==> src/rtl/mips_bus_pkg.sv <==
// Shared types for the two-master memory bus arbiter.
// Build option: ARB_ROUND_ROBIN_EN selects round-robin contention instead of fixed priority.
package mips_bus_pkg;

  typedef enum logic [1:0] {
    IDLE = 2'd0,
    OWN0 = 2'd1,
    OWN1 = 2'd2
  } arb_state_t;

  localparam logic [1:0] GRANT_NONE = 2'b00;
  localparam logic [1:0] GRANT_M0   = 2'b01;
  localparam logic [1:0] GRANT_M1   = 2'b10;

  localparam logic OWNER_M0 = 1'b0;
  localparam logic OWNER_M1 = 1'b1;

  function automatic logic [1:0] grant_of(input arb_state_t st);
    case (st)
      OWN0:    return GRANT_M0;
      OWN1:    return GRANT_M1;
      default: return GRANT_NONE;
    endcase
  endfunction

  function automatic arb_state_t own_state(input logic owner);
    return (owner == OWNER_M1) ? OWN1 : OWN0;
  endfunction

endpackage

==> src/rtl/mem_bus_arbiter_arb_policy.sv <==
// Combinational winner selection between the two bus masters.
// Build option: ARB_ROUND_ROBIN_EN (round-robin on contention), otherwise fixed priority with M1 anti-starvation.
module arb_policy
  import mips_bus_pkg::*;
#(
  parameter int HOLD_MAX = 4,
  parameter int HOLD_W   = $clog2(HOLD_MAX + 1)
) (
  input  logic              req0,
  input  logic              req1,
  input  logic              last_owner,
  input  logic [HOLD_W-1:0] hold_cnt,
  output logic              winner
);

  logic contended_pick;

`ifdef ARB_ROUND_ROBIN_EN
  assign contended_pick = ~last_owner;

  logic unused_hold;
  assign unused_hold = ^hold_cnt;
`else
  // M0 normally wins; M1 breaks through once M0 has had HOLD_MAX grants in a row.
  assign contended_pick = (hold_cnt == HOLD_W'(HOLD_MAX)) ? OWNER_M1 : OWNER_M0;

  logic unused_last;
  assign unused_last = last_owner;
`endif

  always_comb begin
    winner = OWNER_M0;
    if (req0 && req1) begin
      winner = contended_pick;
    end else if (req1) begin
      winner = OWNER_M1;
    end
  end

endmodule

==> src/rtl/mem_bus_arbiter.sv <==
// Two-master Avalon-style arbiter in front of a single memory slave port; one transfer in flight.
// Build option: ARB_ROUND_ROBIN_EN selects round-robin contention (default: fixed priority M0 > M1).
module mem_bus_arbiter
  import mips_bus_pkg::*;
#(
  parameter int ADDR_W   = 32,
  parameter int DATA_W   = 32,
  parameter int HOLD_MAX = 4
) (
  input  logic                clk,
  input  logic                reset,

  input  logic [ADDR_W-1:0]   m0_address,
  input  logic                m0_read,
  input  logic                m0_write,
  input  logic [DATA_W-1:0]   m0_writedata,
  input  logic [DATA_W/8-1:0] m0_byteenable,
  output logic                m0_waitrequest,
  output logic [DATA_W-1:0]   m0_readdata,

  input  logic [ADDR_W-1:0]   m1_address,
  input  logic                m1_read,
  input  logic                m1_write,
  input  logic [DATA_W-1:0]   m1_writedata,
  input  logic [DATA_W/8-1:0] m1_byteenable,
  output logic                m1_waitrequest,
  output logic [DATA_W-1:0]   m1_readdata,

  output logic [ADDR_W-1:0]   s_address,
  output logic                s_read,
  output logic                s_write,
  output logic [DATA_W-1:0]   s_writedata,
  output logic [DATA_W/8-1:0] s_byteenable,
  input  logic                s_waitrequest,
  input  logic [DATA_W-1:0]   s_readdata,

  output logic [1:0]          grant
);

  localparam int HOLD_W = $clog2(HOLD_MAX + 1);

  arb_state_t        state_reg, state_next;
  logic              last_owner_reg, last_owner_next;
  logic [HOLD_W-1:0] hold_cnt_reg, hold_cnt_next;

  logic req0, req1;
  logic done0, done1;
  logic winner;

  assign req0  = m0_read | m0_write;
  assign req1  = m1_read | m1_write;
  assign done0 = (state_reg == OWN0) & req0 & ~s_waitrequest;
  assign done1 = (state_reg == OWN1) & req1 & ~s_waitrequest;

  always_comb begin
    hold_cnt_next = hold_cnt_reg;
`ifdef ARB_ROUND_ROBIN_EN
    hold_cnt_next = '0;
`else
    if (!req1 || state_reg == OWN1) begin
      hold_cnt_next = '0;
    end else if (done0 && hold_cnt_reg != HOLD_W'(HOLD_MAX)) begin
      hold_cnt_next = hold_cnt_reg + HOLD_W'(1);
    end
`endif
  end

  // Arbitrate on the post-update count so the completion that reaches HOLD_MAX hands over immediately.
  arb_policy #(
    .HOLD_MAX (HOLD_MAX),
    .HOLD_W   (HOLD_W)
  ) u_policy (
    .req0       (req0),
    .req1       (req1),
    .last_owner (last_owner_reg),
    .hold_cnt   (hold_cnt_next),
    .winner     (winner)
  );

  always_comb begin
    state_next      = state_reg;
    last_owner_next = last_owner_reg;
    case (state_reg)
      IDLE: begin
        if (req0 || req1) begin
          state_next = own_state(winner);
        end
      end
      OWN0: begin
        if (done0) begin
          state_next = (req0 || req1) ? own_state(winner) : IDLE;
        end else if (!req0) begin
          state_next = IDLE;
        end
      end
      OWN1: begin
        if (done1) begin
          state_next = (req0 || req1) ? own_state(winner) : IDLE;
        end else if (!req1) begin
          state_next = IDLE;
        end
      end
      default: state_next = IDLE;
    endcase

    if (state_next == OWN0) begin
      last_owner_next = OWNER_M0;
    end else if (state_next == OWN1) begin
      last_owner_next = OWNER_M1;
    end
  end

  always_ff @(posedge clk or negedge reset) begin
    if (!reset) begin
      state_reg      <= IDLE;
      last_owner_reg <= OWNER_M1;
      hold_cnt_reg   <= '0;
    end else begin
      state_reg      <= state_next;
      last_owner_reg <= last_owner_next;
      hold_cnt_reg   <= hold_cnt_next;
    end
  end

  // Slave side follows the registered owner so an async reset drops read/write at once.
  always_comb begin
    s_address      = '0;
    s_read         = 1'b0;
    s_write        = 1'b0;
    s_writedata    = '0;
    s_byteenable   = '0;
    m0_waitrequest = 1'b1;
    m1_waitrequest = 1'b1;
    case (state_reg)
      OWN0: begin
        s_address      = m0_address;
        s_write        = m0_write;
        s_read         = m0_read & ~m0_write;
        s_writedata    = m0_writedata;
        s_byteenable   = m0_byteenable;
        m0_waitrequest = s_waitrequest;
      end
      OWN1: begin
        s_address      = m1_address;
        s_write        = m1_write;
        s_read         = m1_read & ~m1_write;
        s_writedata    = m1_writedata;
        s_byteenable   = m1_byteenable;
        m1_waitrequest = s_waitrequest;
      end
      default: ;
    endcase
  end

  assign grant       = grant_of(state_reg);
  assign m0_readdata = s_readdata;
  assign m1_readdata = s_readdata;

endmodule

==> config.mk <==
export PLATFORM = sky130hd
export DESIGN_NAME = mem_bus_arbiter
export DESIGN_NICKNAME = d
export VERILOG_FILES = /design/src/rtl/mips_bus_pkg.sv /design/src/rtl/mem_bus_arbiter_arb_policy.sv /design/src/rtl/mem_bus_arbiter.sv
export SDC_FILE = /design/constraint.sdc
export NUM_CORES = 1
export LEC_CHECK = 0
export ABC_CLOCK_PERIOD_IN_PS = 3950
export CORE_AREA = 8 8 116 118
export DETAILED_ROUTE_END_ITERATION = 10
export DIE_AREA = 0 0 124 126
export PLACE_DENSITY = 0.69
export REMOVE_ABC_BUFFERS = 1
export SYNTH_ARGS = -nofsm -noshare
export SYNTH_HDL_FRONTEND = slang
export SYNTH_SLANG_ARGS = --single-unit
export TNS_END_PERCENT = 20
==> constraint.sdc <==
create_clock -name clk -period 3.95 [get_ports clk]
set_input_delay 0.79 -clock clk [delete_from_list [all_inputs] [get_ports clk]]
set_output_delay 0.79 -clock clk [all_outputs]
set_load 0.02 [all_outputs]
==> results_dict.tcl <==
set metrics [dict create \
    endpoint_kind "output pin" \
    area_delta_synth_final_pct 96.59 \
    ir_drop_mv 0.3006 \
    synth_area_um2 1982 \
    num_rows 40 \
    setup_viol 0 \
    clkSlewWorstSetupHoldPaths_ns 0.03 \
    die_w_um 124 \
    coreArea_um2 11710 \
    nNetsFinal 600 \
    grt_pass1_vias 2713 \
    fin_ws_ns 0.5013 \
    cts-root-buf "clkbuf_16" \
    grt_overflow 0 \
    critPathSlowestCell "clkdlybuf4s50_1" \
    yosys_warnings 0 \
    place_ws_ns 0.7434 \
    cts_buffer_depth 2 \
    path_cells "inv_1, ha_2, buf_4, a22oi_1, nor2b_1, clkdlybuf4s50_1" \
    placedInstanceArea_um2 3817 \
    insertion_delay_ns 0.23 \
    synth.distinct_cells 29 \
    wl_um 13270 \
    finalSetupTns_ns 0 \
    fill_cells 1218 \
    wl_per_cell_um 23.52 \
    cts_sinks 5 \
    synth_area_leaders "a22oi_1, buf_4, nor2b_1" \
    avgViaCountPerCell 4.582 \
    reg2reg_to "state_reg[1]" \
    dpl.hpwl_um 11460 \
    status "finished clean" \
    dieHeight_um 126 \
    drv_slew 0 \
    drtIter0Drc 77 \
    htreeDepth 1 \
    antenna_found_initial 0 \
    grt_first_pass_wirelength_um 18010 \
    seq_area_frac_synth 0.06313 \
    timing.hold.ws_ns 0.5729 \
    largest_register_ffs 3 \
    reg2reg_from "state_reg[0]" \
    grt_usage 0.1550 \
    yosys_most_used_dff "dfrtp_1" \
    synth.largest_area_cell "a22oi_1" \
    cpPeakStageDelay_ns 0.63 \
    yosys_register_bits 5 \
    cp_max_fo 37 \
    io_buffers 216 \
    min_path_cells 1 \
    drive_gt1_frac 0.02878 \
    r2r_slack_ns 1.68 \
    hold_viol_final 0 \
    ff2ff_path_depth 7 \
    multiInputGateArea_um2 1274 \
    synth_edf_count 0 \
    finalPower_uw 2561 \
    grt_max_degree 38 \
    fin_crit_ns 3.449 \
    regArea_um2 125.1 \
    netlist.area_leader.share 0.2614 \
    worst_ep_required_time_ns 3.16 \
    final.period_utilization 0.8731 \
    drc 0 \
    fmax_mhz 290.0 \
    cts_buffers 3 \
    hold_buffers 0 \
    gp_congestion 0.7953 \
    final_cell_area_um2 3896 \
    async_reset_ff_frac 1.000 \
    ant_nets 0 \
    start_util 0.1692 \
    dr_total_vias 2584 \
    maxCapViolCount 0 \
    ioPinCount 313 \
    cts_resized 0 \
    ys_top_cells_by_count "a22oi_1, nor2b_1, buf_4" \
    min_from "state_reg[1]" \
    crit_arrival_ns 2.66 \
    worstSetupPathType "reg -> out" \
    p_leak_uw 0.001308 \
    hold_path_end "state_reg[1]" \
    fin_skew_ns 0.0008479 \
    hold_class "reg -> reg" \
    crit_path_start_kind "register" \
    p_per_area_nw_per_um2 657.2 \
    syn_inst 279 \
    tritoncts "built" \
    dieArea_um2 15620 \
    drt_first_pass_iters 4 \
    cts_setup_buffers 0 \
    diodes 0 \
    slew_headroom 0.6537 \
    worst_slew_pin_slew_ns 0.5195 \
    rsz0062_at_grt "false" \
    syn_avg_cell_area_um2 7.104 \
]
[routing by layer]
metal  vias up  global-route usage  routed length, µm
met4         2             0.01821                100
met3        10             0.09160               2060
li1       1196                   -                  -
met1      1190              0.1792               5117
met5         -             0.05190                 72
met2       186              0.2418               5913
[worst max path at each step]
| stage | start | to | slack [ns] | depth (start not counted) |
|---|---|---|---|---|
| final | state_reg[0] | s_writedata[22] | 0.50 | 6 |
| after global routing | state_reg[0] | s_writedata[28] | 0.34 | 6 |
| after CTS | state_reg[0] | s_address[30] | 0.50 | 6 |
| after detailed placement | state_reg[0] | s_address[30] | 0.74 | 6 |
| after global placement | state_reg[0] | s_writedata[2] | 0.82 | 6 |
| after floorplan | state_reg[0] | s_address[0] | 0.50 | 4 |
[cell families (layout without fill, tap and decap cells)]
kind of cell	count (synthesis)	in the layout	synth area share
AOI/OAI and AO/OA	85	85	0.3163
xor gates and xnor gates	3	3	0.01326
adders and majority gates	7	7	0.04419
buffers and inverters	92	230	0.2967
DFF	5	5	0.06313
and+or+nand+nor	87	87	0.2664
[cells in the final DEF, fill, tap and decap left out, types with 3 or more instances in the layout]
master,count
o21ai_0,3
nand2_1,3
nor3_1,5
clkbuf_16,3
nor2b_1,69
dfrtp_1,5
buf_4,5
ha_1,5
inv_1,4
a22oi_1,69
clkdlybuf4s50_1,216
a21oi_1,5
[power by group]
group	internal (µW)	switching (µW)
clock	134	34.0
combinational	1120	1180
sequential	69.3	20.6
total	1320	1240
[area by class of cell]
type	count	share of cell area
repair buffers	222	0.5697
multi-input cells	182	0.3269
well taps	147	0.04721
flip-flops and latches	5	0.03211
clock buffers	4	0.02023
inverters	4	0.003854
[critical path: cells and delay by family (launching register included)]
family / cells / cell delay, ns
simple gates: 1 / 0.16
compound gates: 1 / 0.16
fa+ha+maj: 1 / 0.48
buf+inv: 3 / 1.18
flops: 1 / 0.42
[stage by stage]
step / utilization / instances
finish: 0.3327 / 564
global route: 0.3327 / 564
CTS: 0.3327 / 564
detailed placement: 0.3260 / 560
global placement: 0.3260 / 560
floorplan: - / 191
Note: power is estimated with default switching activity, not from simulation.
